$ cat src/rtl/alu_pkg.sv
// Shared definitions for the ALU issue path: command encodings, legality check
// and the fixed registered latency of the downstream ALU.
package alu_pkg;

    typedef enum logic [3:0] {
        CMD_AND = 4'b0000,
        CMD_OR  = 4'b0001,
        CMD_ADD = 4'b0010,
        CMD_SHL = 4'b0011,
        CMD_SUB = 4'b0100,
        CMD_SHR = 4'b0101,
        CMD_MUL = 4'b0110,
        CMD_XOR = 4'b0111,
        CMD_SLT = 4'b1000
    } alu_cmd_e;

    // Edges from the issue register to the ALU result being capturable.
    localparam int ALU_LATENCY = 2;

    function automatic logic is_legal_cmd(input logic [3:0] cmd);
        return cmd inside {CMD_AND, CMD_OR, CMD_ADD, CMD_SHL, CMD_SUB,
                           CMD_SHR, CMD_MUL, CMD_XOR, CMD_SLT};
    endfunction

endpackage

$ cat src/rtl/sync_fifo.sv
// Synchronous FIFO with an extra pointer bit for full/empty; a push into a
// full FIFO is accepted when a pop happens in the same cycle.
module sync_fifo #(
    parameter int WIDTH = 8,
    parameter int DEPTH = 4
) (
    input  logic                   clock,
    input  logic                   reset,
    input  logic                   i_push,
    input  logic [WIDTH-1:0]       i_push_data,
    input  logic                   i_pop,
    output logic [WIDTH-1:0]       o_pop_data,
    output logic                   o_empty,
    output logic [$clog2(DEPTH):0] o_count
);
    localparam int AW = $clog2(DEPTH);

    logic [WIDTH-1:0] r_mem [DEPTH];
    logic [AW:0]      r_wr_ptr;
    logic [AW:0]      r_rd_ptr;
    logic             w_full;
    logic             w_do_push;
    logic             w_do_pop;

    assign o_count    = r_wr_ptr - r_rd_ptr;
    assign o_empty    = (r_wr_ptr == r_rd_ptr);
    assign w_full     = (r_wr_ptr[AW] != r_rd_ptr[AW]) &&
                        (r_wr_ptr[AW-1:0] == r_rd_ptr[AW-1:0]);
    assign w_do_pop   = i_pop && !o_empty;
    assign w_do_push  = i_push && (!w_full || w_do_pop);
    assign o_pop_data = r_mem[r_rd_ptr[AW-1:0]];

    // NOTE: sequential state uses non-blocking assignments so every register samples pre-edge values.
    always_ff @(posedge clock) begin
        if (!reset) begin
            r_wr_ptr <= '0;
            r_rd_ptr <= '0;
        end else begin
            if (w_do_push) r_wr_ptr <= r_wr_ptr + (AW+1)'(1);
            if (w_do_pop)  r_rd_ptr <= r_rd_ptr + (AW+1)'(1);
        end
    end

    // NOTE: storage is not reset; the pointers alone decide which entries are meaningful.
    always_ff @(posedge clock) begin
        if (w_do_push) r_mem[r_wr_ptr[AW-1:0]] <= i_push_data;
    end

endmodule

$ cat src/rtl/alu_issue_queue.sv
// Request buffer and issue stage for the 32-bit ALU: issues at most one op per
// cycle under a response-credit limit and returns results in order with tags.
module alu_issue_queue
    import alu_pkg::*;
#(
    parameter int REQ_DEPTH = 4,
    parameter int RSP_DEPTH = 4,
    parameter int TAG_W     = 4
) (
    input  logic             clock,
    input  logic             reset,
    input  logic             req_valid,
    output logic             req_ready,
    input  logic [31:0]      req_in1,
    input  logic [31:0]      req_in2,
    input  logic [3:0]       req_cmd,
    input  logic [TAG_W-1:0] req_tag,
    output logic [31:0]      alu_in1,
    output logic [31:0]      alu_in2,
    output logic [3:0]       alu_cmd,
    input  logic [31:0]      alu_result,
    output logic             rsp_valid,
    input  logic             rsp_ready,
    output logic [31:0]      rsp_result,
    output logic [TAG_W-1:0] rsp_tag,
    output logic             rsp_err,
    output logic             busy
);
    localparam int RQ_CW  = $clog2(REQ_DEPTH) + 1;
    localparam int RS_CW  = $clog2(RSP_DEPTH) + 1;
    localparam int CRED_W = RS_CW + 2;

    typedef struct packed {
        logic [31:0]      in1;
        logic [31:0]      in2;
        logic [3:0]       cmd;
        logic [TAG_W-1:0] tag;
    } req_t;

    typedef struct packed {
        logic [31:0]      result;
        logic [TAG_W-1:0] tag;
        logic             err;
    } rsp_t;

    typedef struct packed {
        logic             valid;
        logic [TAG_W-1:0] tag;
        logic             err;
    } stage_t;

    req_t                     w_req_in;
    req_t                     w_req_head;
    rsp_t                     w_rsp_in;
    rsp_t                     w_rsp_head;
    logic                     w_req_empty;
    logic                     w_rsp_empty;
    logic [RQ_CW-1:0]         w_req_count;
    logic [RS_CW-1:0]         w_rsp_count;
    logic                     w_req_push;
    logic                     w_head_legal;
    logic                     w_issue;
    logic                     w_pipe_busy;
    logic [CRED_W-1:0]        w_credit_used;
    stage_t [ALU_LATENCY-1:0] r_pipe;
    logic [31:0]              r_alu_in1;
    logic [31:0]              r_alu_in2;
    logic [3:0]               r_alu_cmd;

    assign req_ready    = reset && (w_req_count != RQ_CW'(REQ_DEPTH));
    assign w_req_push   = req_valid && req_ready;
    assign w_req_in     = '{in1: req_in1, in2: req_in2, cmd: req_cmd, tag: req_tag};
    assign w_head_legal = is_legal_cmd(w_req_head.cmd);

    sync_fifo #(.WIDTH($bits(req_t)), .DEPTH(REQ_DEPTH)) u_req_fifo (
        .clock       (clock),
        .reset       (reset),
        .i_push      (w_req_push),
        .i_push_data (w_req_in),
        .i_pop       (w_issue),
        .o_pop_data  (w_req_head),
        .o_empty     (w_req_empty),
        .o_count     (w_req_count)
    );

    // Credits: responses already buffered plus ops still travelling through the ALU.
    // NOTE: every always_comb output gets a default before any conditional logic, so no latch is inferred.
    always_comb begin
        w_credit_used = CRED_W'(w_rsp_count);
        w_pipe_busy   = 1'b0;
        for (int i = 0; i < ALU_LATENCY; i++) begin
            w_credit_used = w_credit_used + CRED_W'(r_pipe[i].valid);
            w_pipe_busy   = w_pipe_busy | r_pipe[i].valid;
        end
        w_issue = !w_req_empty && (w_credit_used < CRED_W'(RSP_DEPTH));
    end

    always_ff @(posedge clock) begin
        if (!reset) begin
            r_pipe    <= '0;
            r_alu_in1 <= '0;
            r_alu_in2 <= '0;
            r_alu_cmd <= '0;
        end else begin
            r_pipe <= {r_pipe[ALU_LATENCY-2:0],
                       stage_t'{valid: w_issue, tag: w_req_head.tag, err: !w_head_legal}};
            // Illegal ops still occupy a pipeline slot but never reach the ALU ports.
            if (w_issue && w_head_legal) begin
                r_alu_in1 <= w_req_head.in1;
                r_alu_in2 <= w_req_head.in2;
                r_alu_cmd <= w_req_head.cmd;
            end
        end
    end

    assign w_rsp_in = '{result: r_pipe[ALU_LATENCY-1].err ? 32'd0 : alu_result,
                        tag:    r_pipe[ALU_LATENCY-1].tag,
                        err:    r_pipe[ALU_LATENCY-1].err};

    sync_fifo #(.WIDTH($bits(rsp_t)), .DEPTH(RSP_DEPTH)) u_rsp_fifo (
        .clock       (clock),
        .reset       (reset),
        .i_push      (r_pipe[ALU_LATENCY-1].valid),
        .i_push_data (w_rsp_in),
        .i_pop       (rsp_ready),
        .o_pop_data  (w_rsp_head),
        .o_empty     (w_rsp_empty),
        .o_count     (w_rsp_count)
    );

    assign alu_in1    = r_alu_in1;
    assign alu_in2    = r_alu_in2;
    assign alu_cmd    = r_alu_cmd;
    assign rsp_valid  = !w_rsp_empty;
    assign rsp_result = w_rsp_head.result;
    assign rsp_tag    = w_rsp_head.tag;
    assign rsp_err    = w_rsp_head.err;
    assign busy       = !w_req_empty || w_pipe_busy || !w_rsp_empty;

endmodule

$ cat config.mk
export PLATFORM = sky130hd
export DESIGN_NAME = alu_issue_queue
export DESIGN_NICKNAME = d
export VERILOG_FILES = /design/src/rtl/alu_pkg.sv /design/src/rtl/sync_fifo.sv /design/src/rtl/alu_issue_queue.sv
export SDC_FILE = /design/constraint.sdc
export NUM_CORES = 1
export LEC_CHECK = 0
export BUFFER_PORTS_ARGS = -buffer_cell sky130_fd_sc_hd__buf_2
export CAP_MARGIN = 40
export CORE_UTILIZATION = 51
export CTS_CLUSTER_DIAMETER = 200
export CTS_CLUSTER_SIZE = 24
export DETAILED_ROUTE_END_ITERATION = 10
export PLACE_DENSITY = 0.8
export SLEW_MARGIN = 20
export SYNTH_ARGS = -nofsm -noshare
export SYNTH_HDL_FRONTEND = slang
export SYNTH_SLANG_ARGS = --single-unit
$ cat constraint.sdc
create_clock -name clock -period 5 [get_ports clock]
set_clock_uncertainty 0.15 [all_clocks]
set_input_delay 0.25 -clock clock [delete_from_list [all_inputs] [get_ports clock]]
set_output_delay 0.25 -clock clock [all_outputs]
set_load 0.05 [all_outputs]
---- Word-level counts from Yosys, hierarchy flattened ----
Memory sizes are Yosys's and may differ from the RTL's. A register that Yosys moved wholly into a read port is not among the register bits.
Index checks and enable logic that the tools add are counted.
cells by class
  reduce and logical (&&, ||, !) cells .... 21
  order comparisons ....................... 1
  muxes and demuxes ....................... 9
  add/subtract/negate cells ............... 8
  eq/ne operators ......................... 15
  bitwise logic cells ..................... 1
operator list
  kind                                                 count
  2-to-1 mux 32 bit                                    1
  == test 4 x 3 -> 1 bit (second input constant)       4
  adder 3 x 1 -> 3 bit (second input constant)         4
  logical AND 1 bit                                    10
  nonzero test 9 bit                                   1
  == test 4 x 2 -> 1 bit (second input constant)       2
  2-to-1 mux 2 bit                                     4
  == test 3 bit                                        2
  subtractor 3 bit                                     2
  adder 4 x 1 -> 5 bit                                 1
  logical NOT 1 bit                                    5
  < comparator 5 x 3 -> 1 bit (second input constant)  1
  adder 3 x 1 -> 4 bit                                 1
  == test 2 bit                                        2
  == test 4 x 1 -> 1 bit (second input constant)       1
  == test 4 bit (second input constant)                1
  logical NOT 4 bit                                    1
  logical OR 1 bit                                     4
  2-to-1 mux 1 bit                                     4
  != test 3 bit (second input constant)                1
  != test 1 bit                                        2
  OR 1 bit                                             1
storage, ports and cells
  logic and storage cells ................. 70
  memory bits (writable) .................. 436
  bits of input ports ..................... 108
  memories kept ........................... 2
  output and inout port bits .............. 108
  register bits ........................... 92
memories
  memory            words  bits a word  rd ports  clocked after memory_dff  wr ports  line             text
  u_req_fifo.r_mem  4      72           1         1                         1         sync_fifo.sv:18  logic [WIDTH-1:0] r_mem [DEPTH];
  u_rsp_fifo.r_mem  4      37           1         1                         1         sync_fifo.sv:18

---- Logic depth before layout (Yosys ltp) ----
  depth in word-level cells ............... 10
  mapped depth ............................ 11
  mapped depth without buffers ............ 9

---- Modules after synthesis ----
From an unflattened synthesis, not the netlist that was laid out.
second synthesis, totals
  cells, all modules ...................... 1046
  area total of the unflattened synthesis .. 20011.7 um^2
modules (own cells, without submodules)
  module                   area an instance (um^2)  cells each  seq. area each (um^2)  times used
  sync_fifo at u_req_fifo  10887.9                  433         8808.4                 1
  sync_fifo at u_rsp_fifo  5849.4                   250         4604.4                 1
  alu_issue_queue          3274.4                   363         1601.5                 1

---- Worst setup path before layout ----
Ideal clock, no wire load.
  path kind ............................... flip-flop to flip-flop
  from .................................... register u_rsp_fifo.r_wr_ptr[0]
  to ...................................... memory u_req_fifo.r_mem[3][0] (netlist name), enable pin
  data arrival time ....................... 3.372 ns
  setup time .............................. 0.440 ns
  stages on the path, launching flop included .. 8
  period minus slack after synthesis ...... 3.962 ns
  setup slack ............................. 1.038 ns
  required time ........................... 4.410 ns
  path buffers ............................ 0
  cell sequence ........................... dfxtp_1 > inv_1 > ha_1 > fa_1 > xnor3_1 > o21ai_1 > nand4_1 > and3_1
on the way
  word-level cells in the longest chain between the ends .. 10
ends and longest elaborated chain
  what                                    line                   text
  from (decl)                             sync_fifo.sv:19        logic [AW:0] r_wr_ptr;
  from (signal assigned)                  sync_fifo.sv:39        if (w_do_push) r_wr_ptr <= r_wr_ptr + (AW+1)'(1);
  subtractor 3 bit                        sync_fifo.sv:25        assign o_count = r_wr_ptr - r_rd_ptr;
  adder 3 x 1 -> 4 bit                    alu_issue_queue.sv:92  w_credit_used = w_credit_used + CRED_W'(r_pipe[i].valid);
  adder 4 x 1 -> 5 bit                    alu_issue_queue.sv:92
  < comparator 5 x 3 -> 1 bit             alu_issue_queue.sv:95  w_issue = !w_req_empty && (w_credit_used < CRED_W'(RSP_DEPTH));
  logical AND 1 bit                       alu_issue_queue.sv:95
  logical AND 1 bit                       sync_fifo.sv:29        assign w_do_pop = i_pop && !o_empty;
  logical OR 1 bit                        sync_fifo.sv:30        assign w_do_push = i_push && (!w_full || w_do_pop);
  logical AND 1 bit                       sync_fifo.sv:30
  2-to-1 mux 1 bit                        sync_fifo.sv:46        if (w_do_push) r_mem[r_wr_ptr[AW-1:0]] <= i_push_data;
  2-to-1 mux 1 bit (not written as such)  sync_fifo.sv:46
  to (decl)                               sync_fifo.sv:18
Every way passes these cells.

---- Worst setup path in the final report ----
  from .................................... register u_rsp_fifo.r_wr_ptr[0]
  to ...................................... memory u_req_fifo.r_mem[2][3] (netlist name), enable pin
The elaborated chain is that of the path after synthesis.

==> impl_metrics.yaml <==
run_status:
  status: "finished, final reports clean"
drt:
  drc: 0
  first_pass_iters: 5
  num_vias: 10300
  ant_nets: 0
  wirelength_um: 39000
  wl_per_cell_um: 20.8
  vias_per_cell: 5.49
  drt_iter0_drc: 787
pwr:
  finalPower_uw: 12100
  clkPwrFrac_pct: 19.1
  ir_drop_mv: 0.371
  power.density_nw_per_um2: 522
  p_comb_share_pct: 33.1
  p_seq_share_pct: 47.8
  internal_power_uw: 7720
  p_sw_share_pct: 36.3
  p_sw_uw: 4410
  leakagePower_uw: 0.00790
worst_setup_path:
  reg2reg_from: "u_rsp_fifo.r_wr_ptr[0]"
  crit_path_max_fanout: 43
  reg2reg_depth: 8
  crit_required_ps: 5100
  r2r_slack_ps: 1530
  worstSetupEndpointType: "flop"
  path_class: "reg -> reg"
  critPathLaunchType: "flop"
  worstPathArrival_ps: 3560
  r2r-end: "u_req_fifo.r_mem[2][3]"
global_route:
  antenna_found_initial: 2
  grt_start_max_net_pins: 94
  grt_pass1_vias: 10600
  grt_overflow: 0
  grt_pass1_wl_um: 59200
  track_usage_pct: 19.9
logic_synthesis:
  netlist_area_um2: 19600
  synth_top_cell_by_area: "edfxtp_1"
  synth_most_common_cell: "edfxtp_1"
  synth_cell_types: 36
  syn_nets: 1154
  synth.area.top_cells: "edfxtp_1 67%, mux4_2 13%, dfxtp_1 9.8%"
  yosys_warnings: 0
  synth-seq-cells: 532
  synth_top_cell_area_share_pct: 66.9
  ys.flop_type: "edfxtp_1"
  synth-edff-count: 436
  avgSynthCellArea_um2: 19.0
  synthCells: 1030
  synthTopCellsByCount: "436 x edfxtp_1, 109 x mux4_2, 96 x dfxtp_1"
  async_flop_share_pct: 0
  synth-seq-area-share_pct: 76.7
floorplanning:
  die_area_um2: 39200
  core_area_um2: 37800
  die_w_um: 198
  die_h_um: 198
  start_util_pct: 51.9
  pin_count: 216
  rows: 71
cts:
  clkTransAtPathRegs_ps: 100
  cts_post_setup_buffers_inserted: 0
  cts_resized: 0
  root_buffer: "clkbuf_16"
  hold_buffers: 105
  clockBufferDepth: 3
  cts_buffers: 26
  cts_sinks: 532
  cts_tree: "built"
  htreeDepth: 1
  insertion_delay_ps: 580
placement:
  gp_congestion: 0.746
  io_buffers: 215
  hpwl_um: 22900
timing:
  slew_violations: 0
  max_slew.worst_pin.slew_ps: 828
  tns_ps: 0
  fmaxAchievable_mhz: 288
  rsz0062_at_grt: "false"
  setup_viol: 0
  fin_crit_ps: 3470
  finalCritPeriodShare_pct: 69.3
  hold_violations: 0
  slew_headroom_pct: 44.8
worst_hold_path:
  hp-class: "in -> reg"
  hp-start: "req_valid"
  holdPathEnd: "u_req_fifo.r_wr_ptr[1]"
  min_path_cells: 4
cells_and_area:
  layout.nets: 1470
  n_fill_cell: 2608
  drive_above_1_share_pct: 28.8
  synthToLayoutAreaGrowth_pct: 18.7
flow_run:
  max_cap_viol_count: 0
-- state kept, by name (all words and copies together) (netlist names), named ones only --
| signal | flops |
|---|---|
| u_rsp_fifo.r_wr_ptr | 3 |
| r_pipe | 12 |
| u_rsp_fifo.r_mem | 148 |
| alu_in2 | 32 |
| u_rsp_fifo.r_rd_ptr | 3 |
| u_req_fifo.r_wr_ptr | 3 |
| u_req_fifo.r_mem | 288 |
| alu_in1 | 32 |
| u_req_fifo.r_rd_ptr | 3 |
| alu_cmd | 4 |
-- per-layer routing --
metal	part of all wire, %	vias to the layer above	track usage, %
li1	-	4656	-
met1	39	5249	25.7
met2	51	361	34.3
met3	7.2	51	4.14
met4	2.1	0	5.11
met5	0	-	0
-- how the worst max path moves through the flow --
stage / from / endpoint / slack, ps / cells after the start
6_report: u_rsp_fifo.r_wr_ptr[0] / u_req_fifo.r_mem[2][3] / 1530 / 8
3_5_place_dp: u_rsp_fifo.r_wr_ptr[0] / u_req_fifo.r_mem[2][32] / 1490 / 8
5_1_grt: u_rsp_fifo.r_wr_ptr[0] / u_req_fifo.r_mem[2][3] / 1270 / 8
3_3_place_gp: flop / alu_in1[26] / 1550 / 6
2_1_floorplan: u_rsp_fifo.r_wr_ptr[0] / u_req_fifo.r_mem[3][0] / 1040 / 7
4_1_cts: u_rsp_fifo.r_wr_ptr[0] / u_req_fifo.r_mem[2][0] / 1460 / 8
-- power by group through the flow --
stage / Combinational (µW) / Clock [µW] / Sequential (µW)
finish: 4020 / 2320 / 5800
global route: 4270 / 2510 / 5870
CTS: 3980 / 2350 / 5830
detailed placement: 3900 / 0 / 5920
global placement: 3770 / 0 / 5910
floorplan: 2170 / 0 / 6610
-- worst max-delay path, cell delays in order, from the launching register on --
cell and delay, ps:
dfxtp_1 410, inv_1 100, ha_1 200, fa_1 370, xnor3_1 200, o21ai_1 230
nand4_1 340, and3_4 720, buf_4 400
-- layout make-up --
cell class	instances	area, µm²	share of cell area [%]
Clock buffer	45	722	3.11
Antenna cell	4	10.0	0.0431
Sequential cell	532	15000	64.6
Clock inverter	2	36.3	0.156
Multi-Input combinational cell	431	4300	18.5
Timing Repair Buffer	346	2480	10.7
Tap cell	511	639	2.75
Inverter	9	33.8	0.145
-- per-stage QoR --
| step | util, % | cells | worst slack (ps) | hold WS [ps] | instance area, µm² |
|---|---|---|---|---|---|
| global route | 61.6 | 1878 | 1270 | 51.1 | 23200 |
| floorplan | - | 1030 | 1040 | 199 | 19600 |
| finish | 61.6 | 1880 | 1530 | 46.7 | 23200 |
| CTS | 61.4 | 1873 | 1460 | 7.32 | 23200 |
| global placement | 56.2 | 1715 | 1550 | 269 | 21200 |
| detailed placement | 56.6 | 1721 | 1490 | 274 | 21400 |
-- kinds of logic (layout without fill, tap and decap cells) --
logic type	count (synthesis)	after routing	synth area share [%]
muxes	112	112	12.7
DFF	532	532	76.7
xor gates and xnor gates	10	10	0.518
other	0	4	0
adders and majority gates	16	16	1.06
AOI/OAI and AO/OA	78	78	2.24
buffers and inverters	67	402	1.46
and+or+nand+nor	215	215	5.33
-- cells in the final DEF, fill, tap and decap left out, drive strengths merged, types with 2 or more instances in the layout --
cell           n
diode          4
buf          241
nor2          16
o211a          2
dfxtp         96
xnor2          6
mux2i          3
dlygate4sd3  105
ha            15
o21ai         68
edfxtp       436
xor2           3
clkbuf        45
a21oi          2
and3           4
nand2         71
nand3         70
nor2b         33
inv           10
mux4         109
and2          15
Note: power is estimated with default switching activity, not from simulation.
